### src/rtl/eg4_led_pkg.sv
// Shared constants, mode encoding and PWM compare helper for the eg4 board LED driver.
package eg4_led_pkg;

   localparam int unsigned LED_N    = 3;
   localparam int unsigned CNT_W    = 10;
   localparam int unsigned PWM_W    = 3;
   localparam int unsigned BRIGHT_W = 4;
   localparam int unsigned CNT_MAX  = (1 << CNT_W) - 1;

   localparam int unsigned CH_R = 0;
   localparam int unsigned CH_G = 1;
   localparam int unsigned CH_B = 2;

   typedef enum logic {
      MODE_UNLOCKED = 1'b0,
      MODE_LOCKED   = 1'b1
   } mode_e;

   // Duty gate: lit while the free-running phase is below the brightness in eighths.
   function automatic logic pwm_gate(input logic [PWM_W-1:0] cnt, input int unsigned bright);
      return 32'(cnt) < bright;
   endfunction

endpackage

### src/rtl/eg4_led_chan.sv
// One LED channel: request-driven pulse stretcher with a combinational active flag.
module eg4_led_chan
   import eg4_led_pkg::*;
#(
   parameter int unsigned STRETCH_MS = 50
)(
   input  logic clk_i,
   input  logic rst_i,
   input  logic ena_ms_i,
   input  logic req_i,
   output logic act_o_c
);

   localparam logic [CNT_W-1:0] STRETCH_LD = CNT_W'(STRETCH_MS);

   logic [CNT_W-1:0] stretch_q;
   logic [CNT_W-1:0] stretch_d;

   // A live request reloads and beats a coincident millisecond tick.
   always_comb begin
      stretch_d = stretch_q;
      if (req_i) begin
         stretch_d = STRETCH_LD;
      end else if (ena_ms_i && (stretch_q != '0)) begin
         stretch_d = stretch_q - CNT_W'(1);
      end
   end

   always_ff @(posedge clk_i) begin
      if (rst_i) begin
         stretch_q <= '0;
      end else begin
         stretch_q <= stretch_d;
      end
   end

   assign act_o_c = req_i | (stretch_q != '0);

endmodule

### src/rtl/eg4_led_drv.sv
// Board LED driver: per-channel stretch, PWM dimming and a PLL-unlocked blink indicator.
module eg4_led_drv
   import eg4_led_pkg::*;
#(
   parameter int unsigned STRETCH_MS = 50,
   parameter int unsigned BRIGHT     = 8,
   parameter int unsigned BLINK_MS   = 250
)(
   input  logic             sys_clk_p,
   input  logic             sys_rst,
   input  logic             ena_ms,
   input  logic             sys_plock,
   input  logic [LED_N-1:0] leds,
   input  logic             tty_stb,
   output logic [LED_N-1:0] led_n
);

   if ((STRETCH_MS < 1) || (STRETCH_MS > CNT_MAX)) begin : g_bad_stretch
      $error("eg4_led_drv: STRETCH_MS out of range");
   end
   if ((BLINK_MS < 1) || (BLINK_MS > CNT_MAX)) begin : g_bad_blink
      $error("eg4_led_drv: BLINK_MS out of range");
   end
   if (BRIGHT > ((1 << BRIGHT_W) - 1)) begin : g_bad_bright
      $error("eg4_led_drv: BRIGHT wider than its field");
   end

   localparam logic [CNT_W-1:0] BLINK_LAST = CNT_W'(BLINK_MS - 1);

   logic [LED_N-1:0] req_c;
   logic [LED_N-1:0] act_c;
   logic             gate_c;
   logic             plock_fall_c;
   mode_e            mode_c;

   logic [PWM_W-1:0] pwm_q,       pwm_d;
   logic [CNT_W-1:0] blink_cnt_q, blink_cnt_d;
   logic             blink_q,     blink_d;
   logic             plock_q,     plock_d;
   logic [LED_N-1:0] led_n_q,     led_n_d;

   // Debug traffic shares the red channel with the core's own request.
   always_comb begin
      req_c       = leds;
      req_c[CH_R] = leds[CH_R] | tty_stb;
   end

   for (genvar gi = 0; gi < LED_N; gi++) begin : g_chan
      eg4_led_chan #(
         .STRETCH_MS (STRETCH_MS)
      ) u_chan (
         .clk_i    (sys_clk_p),
         .rst_i    (sys_rst),
         .ena_ms_i (ena_ms),
         .req_i    (req_c[gi]),
         .act_o_c  (act_c[gi])
      );
   end

   assign gate_c       = pwm_gate(pwm_q, BRIGHT);
   assign plock_fall_c = plock_q & ~sys_plock;
   assign mode_c       = sys_plock ? MODE_LOCKED : MODE_UNLOCKED;

   // Next-state for PWM phase, blink timer and the registered LED drive.
   always_comb begin
      pwm_d       = pwm_q + PWM_W'(1);
      blink_cnt_d = blink_cnt_q;
      blink_d     = blink_q;
      plock_d     = sys_plock;
      led_n_d     = '1;

      // Restarting on lock loss makes the first lit phase a full half-period away.
      if (plock_fall_c) begin
         blink_cnt_d = '0;
         blink_d     = 1'b0;
      end else if (ena_ms) begin
         if (blink_cnt_q == BLINK_LAST) begin
            blink_cnt_d = '0;
            blink_d     = ~blink_q;
         end else begin
            blink_cnt_d = blink_cnt_q + CNT_W'(1);
         end
      end

      // Using blink_d keeps the lock-loss edge from flashing a stale phase.
      case (mode_c)
         MODE_LOCKED:   led_n_d = ~(act_c & {LED_N{gate_c}});
         MODE_UNLOCKED: led_n_d = {LED_N{~blink_d}};
         default:       led_n_d = '1;
      endcase
   end

   always_ff @(posedge sys_clk_p) begin
      if (sys_rst) begin
         pwm_q       <= '0;
         blink_cnt_q <= '0;
         blink_q     <= 1'b0;
         plock_q     <= 1'b0;
         led_n_q     <= '1;
      end else begin
         pwm_q       <= pwm_d;
         blink_cnt_q <= blink_cnt_d;
         blink_q     <= blink_d;
         plock_q     <= plock_d;
         led_n_q     <= led_n_d;
      end
   end

   assign led_n = led_n_q;

endmodule

### config.mk
export PLATFORM = sky130hd
export DESIGN_NAME = eg4_led_drv
export DESIGN_NICKNAME = d
export VERILOG_FILES = /design/src/rtl/eg4_led_pkg.sv /design/src/rtl/eg4_led_chan.sv /design/src/rtl/eg4_led_drv.sv
export SDC_FILE = /design/constraint.sdc
export NUM_CORES = 1
export LEC_CHECK = 0
export ABC_AREA = 0
export CAP_MARGIN = 20
export CORE_UTILIZATION = 40
export CTS_BUF_LIST = sky130_fd_sc_hd__clkbuf_16
export CTS_CLUSTER_DIAMETER = 30
export CTS_CLUSTER_SIZE = 12
export DETAILED_ROUTE_END_ITERATION = 10
export GPL_ROUTABILITY_DRIVEN = 1
export PLACE_DENSITY = 0.6
export RECOVER_POWER = 25
export SYNTH_ARGS = -nofsm -noshare
export SYNTH_HDL_FRONTEND = slang
export SYNTH_SLANG_ARGS = --single-unit
### constraint.sdc
create_clock -name sys_clk_p -period 1.8 [get_ports sys_clk_p]
set_input_delay 0.54 -clock sys_clk_p [delete_from_list [all_inputs] [get_ports sys_clk_p]]
set_output_delay 0.54 -clock sys_clk_p [all_outputs]
set_load 0.05 [all_outputs]
==> impl_results.md, run 1 <==
- Cells after Synth: 247
- Vias: 1884
- Fin crit share: 0.964
- Drt first pass iters: 4
- WL met2: 2240 um
- Final GP Congestion: 0.817
- Switching Share: 0.257
- Post-synth EDFFs: 0
- Antenna-violating nets left: 0
- Rows: 26
- Vias in the first global route: 1783
- Hold path start: g_chan[1].u_chan.stretch_q[3]
- Worst hold margin: 0.494 ns
- Worst-Skew Late Latency: 0.28 ns
- Data required, critical path: 2.01 ns
- HPWL after DPL: 3340 um
- Met1 wire length: 2350 um
- Netlist cell types: 53
- Final setup viols: 0
- Worst-Margin Slew: 0.590 ns
- Largest net degree at the start of global routing: 14
- PnR worst setup slack: 0.0641 ns
- Cell Area, Synth: 0.00217 mm2
- Hold_buf cts: 0
- R2R Path End: g_chan[0].u_chan.stretch_q[9]
- NetSw: 0.600 mW
- CP max FO: 5
- Initial antenna violation count: 0
- CP Class: primary input to flop
- Hold-critical path endpoint: g_chan[1].u_chan.stretch_q[3]
- CP startpoint kind: primary input
- Worst reg2reg setup slack: 0.07 ns
- CTS tree: yes
- GR Overflow Total: 0
- P_leak: 1.06 nW
- First-pass GRT wire length: 8050 um
- Avg Cell Area, Syn: 8.80 um2
- Post-synthesis simple-gate area fraction: 0.254
- Combinational family with the most area after synthesis: simple AND/OR/NAND/NOR gates
- Worst-path clk slew: 0.06 ns
- Chip height: 75.7 um
- CTS root buf: clkbuf_16
- Logic pwr share: 0.176
- Asr flop ratio synth: 0
- Worst hold path type: flop to flop
- Via-to-Cell Ratio: 5.19
- Die footprint: 0.00574 mm2
- Die W: 75.7 um
- Clk_skew: 0.00209 ns
- Fin crit period: 1.74 ns
- Post-Synth XOR/XNOR Area: 0.0806
- Mux contribution to synthesized area: 0.0144
- Area grow syn2layout: 26.2%
- Met3 wire length: 113 um
- Top routing layer in use: met4
- Diodes inserted: 0
- DRC violations left: 0
- Syn_nets: 261
- Share of post-route cells with drive strength above 1: 0.184
- F_max: 0.576 GHz
- Run status: completed
- Nets@finish: 306
- P_int: 1.74 mW
- Synth Area in Compound Gates: 0.170
- Sequential-to-total area share from yosys stat: 0.414
- PortBufs: 10
- Initial Util: 0.420
- H-Tree Level Count: 2
- Share of power burned in registers: 0.460
- Routed WL per cell: 13.1 um
- Rel. slew slack: 0.608
- Max-slew violations: 0
- Drt total wl: 4750 um
- Io pins: 11
- Top FF cell, synth: dfxtp_1
- Clk buf depth: 2
- R2R depth: 6
- Synth Register Bits: 45
- Max-cap violations: 0
- Initial DRC count: 87
- Critical Path AT: 1.94 ns
- CP Capture Type: flop
- Pwr per Cell Area: 851 mW/mm2
- Place WS: -0.721 ns
- RR Startpoint: g_chan[0].u_chan.stretch_q[0]
- Clk pwr share: 0.363
- Yosys warns: 0
- CTS Sinks: 45
- Maximum resistive drop on vdd: 0.000415 V
- Area of the core: 0.00517 mm2
- TritonCTS Buffers: 5
- Total GRT Usage: 0.186
- Endpoints failing hold: 0
- Adder-cell share of the synthesized area: 0.0345
- Hold Path Cell Cnt: 2
## synth_stat cells, drive strengths merged (3+ instances only)
library cell  instances  area, um2
dfxtp                45        901
nor2                 31        116
a21oi                19       95.1
nand2                15       56.3
inv                  11       41.3
xnor2                11       96.3
xor2                  9       78.8
nand3                 7       35.0
ha                    6       75.1
or2                   6       37.5
clkbuf                5       18.8
nand4                 5       31.3
o21ai                 5       25.0
or3                   5       31.3
or4                   5       37.5
a211oi                4       30.0
nor4                  4       31.3
a211o                 3       26.3
a311oi                3       26.3
a31oi                 3       18.8
nor3b                 3       22.5
o221ai                3       26.3
or3b                  3       26.3
## placed cells by master, fill, tap and decap left out, types with 3 or more instances in the layout
| cell type | n |
|---|---|
| clkbuf_16 | 5 |
| o21ai_0 | 4 |
| or2_1 | 3 |
| xor2_1 | 9 |
| nor2_1 | 31 |
| xnor2_1 | 11 |
| a211o_1 | 3 |
| a21oi_1 | 17 |
| a31oi_1 | 3 |
| buf_4 | 31 |
| or2_2 | 3 |
| nand4_1 | 5 |
| or4_1 | 4 |
| a211oi_1 | 4 |
| or3_1 | 5 |
| inv_1 | 14 |
| nand3_1 | 7 |
| nand2_1 | 15 |
| clkdlybuf4s50_1 | 6 |
| clkbuf_1 | 7 |
| dfxtp_1 | 44 |
| o221ai_1 | 3 |
| ha_1 | 5 |
| a311oi_1 | 3 |
## critical path, cell delays in order
cell and delay [ns]:
buf_4 0.11, or3b_4 0.38, a211o_1 0.34, or4_1 0.42, a21oi_1 0.15
## cell type report
| class | count | area, um2 |
|---|---|---|
| clock buffers | 5 | 125 |
| clock inverters | 3 | 11.3 |
| fillers | 492 | 2430 |
| inverters | 11 | 41.3 |
| multi-input cells | 184 | 1250 |
| flip-flops and latches | 45 | 902 |
| well taps | 70 | 87.6 |
| repair buffers | 45 | 327 |
## metrics by stage
| step | setup TNS [ns] | power [mW] | utilization | std cells | instance area, um2 |
|---|---|---|---|---|---|
| 3_3_place_gp | -13.99 | 1.48 | 0.497 | 353 | 2570 |
| 3_5_place_dp | -14.60 | 1.49 | 0.497 | 353 | 2570 |
| 2_1_floorplan | -0.278 | 1.33 | - | 247 | 2180 |
| 6_report | 0 | 2.34 | 0.531 | 363 | 2750 |
| 5_1_grt | -0.0269 | 2.46 | 0.531 | 363 | 2750 |
| 4_1_cts | -0.0224 | 2.36 | 0.527 | 363 | 2730 |
## state kept, by name, indices dropped and copies added (netlist names)
| signal | count |
|---|---|
| g_chan.u_chan.stretch_q | 30 |
| blink_cnt_q | 10 |
| led_n | 3 |
| blink_q | 1 |
| plock_q | 1 |
## power groups by stage
stage	clock [mW]	combinational, mW	sequential (mW)
after global placement	0	0.389	1.09
after CTS	0.880	0.410	1.07
after detailed placement	0	0.393	1.09
after floorplan	0	0.229	1.10
after global routing	0.926	0.456	1.08
final	0.849	0.412	1.07
## what timing repair did
| action | CTS | global route |
|---|---|---|
| pin swaps | 1 | 4 |
| setup endpoints to repair | 23 | 11 |
| resized for setup | 6 | 12 |
| setup buffers | 2 | 0 |
## worst max-delay path by stage
stage,from,to,cells after the start
after floorplan,ena_ms,g_chan[0].u_chan.stretch_q[9],5
after global placement,ena_ms,g_chan[1].u_chan.stretch_q[7],5
after detailed placement,ena_ms,g_chan[1].u_chan.stretch_q[7],5
after CTS,g_chan[1].u_chan.stretch_q[0],g_chan[1].u_chan.stretch_q[7],6
after global routing,g_chan[0].u_chan.stretch_q[0],g_chan[0].u_chan.stretch_q[9],7
final,ena_ms,g_chan[1].u_chan.stretch_q[9],5
## logic make-up (layout without fill, tap and decap cells)
group | count (synthesis) | after routing
AND/OR/NAND/NOR | 101 | 101
AO/OA/AOI/OAI | 54 | 54
flip-flops | 45 | 45
XOR/XNOR | 20 | 20
buffers and inverters | 18 | 64
adder cells (fa/ha/maj) | 6 | 6
multiplexers | 3 | 3
## routing by layer
layer  vias up  track usage
met5         -            0
li1        985            -
met1       870        0.237
met2        22        0.321
met3         7       0.0317
met4         0       0.0556
Power figures use the tool's default switching activity.
==> inputs of run 2 (changes only) <==
--- a/config.mk
+++ b/config.mk
@@ -12,8 +12,9 @@
 export CTS_CLUSTER_DIAMETER = 30
 export CTS_CLUSTER_SIZE = 12
 export DETAILED_ROUTE_END_ITERATION = 10
+export DONT_BUFFER_PORTS = 1
 export GPL_ROUTABILITY_DRIVEN = 1
-export PLACE_DENSITY = 0.6
+export PLACE_DENSITY = 0.57
 export RECOVER_POWER = 25
 export SYNTH_ARGS = -nofsm -noshare
 export SYNTH_HDL_FRONTEND = slang
==> impl_results.md, run 2 (same netlist as run 1, synthesis figures left out) <==
- Area of the core: 0.00517 mm2
- Io pins: 11
- Clk_skew: 0.00748 ns
- Slowest CP cell: or4_1
- CTS tree: yes
- Antenna-violating nets left: 0
- Rel. slew slack: 0.641
- CP Class: flop to flop
- Max-slew violations: 0
- Fillers: 502
- Setup crit start: g_chan[1].u_chan.stretch_q[0]
- Reg with most FFs: g_chan.u_chan.stretch_q
- Drt total wl: 4250 um
- Commonest non-fill, non-tap cell in the layout: dfxtp_1
- Endpoints failing hold: 0
- PortBufs: 0
- Pwr per Cell Area: 912 mW/mm2
- Worst path top cell family by delay: simple AND/OR/NAND/NOR gates
- P_leak: 0.929 nW
- Share of post-route cells with drive strength above 1: 0.118
- Initial Util: 0.420
- Run status: completed
- F_max: 0.587 GHz
- Final GP Congestion: 0.770
- Number of flip-flops in the largest register: 30
- Maximum resistive drop on vdd: 0.000485 V
- Vias: 1764
- Total GRT Usage: 0.170
- CTS root buf: clkbuf_16
- Post-layout util: 0.484
- Die W: 75.7 um
- Hold path start: sys_rst
- Largest net degree at the start of global routing: 19
- Initial DRC count: 61
- Worst-Skew Late Latency: 0.29 ns
- Fin crit share: 0.947
- CP max FO: 7
- Worst-path cell chain: inv_1 -> ha_2 -> nor3b_1 -> a211o_1 -> or4_1 -> a21oi_1
- GR Overflow Total: 0
- Final setup viols: 0
- Nets@finish: 276
- DRC violations left: 0
- Total Power: 2.28 mW
- Area grow syn2layout: 15.1%
- Most frequent cells in the layout: dfxtp_1, nor2_1, a21oi_1, nand2_1
- TritonCTS Buffers: 5
- Hold_buf cts: 0
- Worst Path Buf+Inv: 1
- Worst hold path type: primary input to flop
- Final Cell Area: 0.00250 mm2
- CP startpoint kind: flop
- Via-to-Cell Ratio: 5.30
- RR Startpoint: g_chan[1].u_chan.stretch_q[0]
- Data required, critical path: 2.02 ns
- Fin crit period: 1.70 ns
- RSZ-0062 raised after global routing: no
- Chip height: 75.7 um
- Worst hold margin: 0.314 ns
- Vias in the first global route: 1634
- Initial antenna violation count: 0
- Slowest stage delay, CP: 0.42 ns
- Die footprint: 0.00574 mm2
- CTS Sinks: 45
- Routed WL per cell: 12.8 um
- Drt first pass iters: 4
- Placed cell area: 0.00234 mm2
- Rows: 26
- H-Tree Level Count: 2
- Critical Path AT: 1.92 ns
- Worst-Margin Slew: 0.525 ns
- CP Capture Type: flop
- HPWL after DPL: 3030 um
- Diodes inserted: 0
- Worst-path clk slew: 0.06 ns
- Max-cap violations: 0
- Clk buf depth: 2
- First-pass GRT wire length: 7270 um
## run 2: worst paths after layout
| path | depth (start not counted) | slack [ns] | end |
|---|---|---|---|
| worst max register to register | 6 | 0.1 | g_chan[1].u_chan.stretch_q[7] |
| worst max-delay path | 6 | 0.1 | g_chan[1].u_chan.stretch_q[7] |
| worst min-delay path | 1 | 0.31 | g_chan[0].u_chan.stretch_q[4] |
| worst min register to register | 2 | 0.49 | g_chan[0].u_chan.stretch_q[9] |
## run 2: repair_timing
action / CTS / global route
resized for setup: 0 / 6
buffers inserted: 0 / 1
pin swaps: 1 / 4
gates cloned: 0 / 0
setup endpoints to repair: 1 / 11
## run 2: routing by layer
layer  vias up  global-route usage  routed length [um]
li1        925                   -                   -
met1       819               0.213                2090
met2        12               0.281                1970
met3         8              0.0450                 123
met4         0              0.0679                  65
met5         -                   0                   0
## run 2: stage by stage
stage                     std cells  setup WS (ns)  TNS, ns
after global placement          324        -0.0641  -0.0920
final                           333         0.0962        0
after CTS                       332         0.0239        0
after detailed placement        324        -0.0942   -0.176
after floorplan                 247         -0.121   -0.278
after global routing            333        0.00887        0
## run 2: final cells by class
type,instances,area [um2],share of cell area
sequential,45,903,0.361
multi-input combinational,184,1220,0.488
timing repair buffer,15,105,0.0420
clock buffer,5,125,0.0500
clock inverter,3,18.8,0.00750
tap,70,87.6,0.0350
inverter,11,41.3,0.0165
## run 2: worst register-to-register path, cell delays in order, from the launching register on
cell     delay, ns
dfxtp_2       0.33
inv_1         0.06
ha_2          0.19
nor3b_1       0.13
a211o_1       0.36
or4_1         0.42
a21oi_1       0.15
## run 2: where the power goes
part,total (mW),internal (mW),switching [mW]
logic,0.310,0.150,0.161
registers,1.09,1.04,0.0499
clock network,0.884,0.509,0.376
total,2.28,1.70,0.586
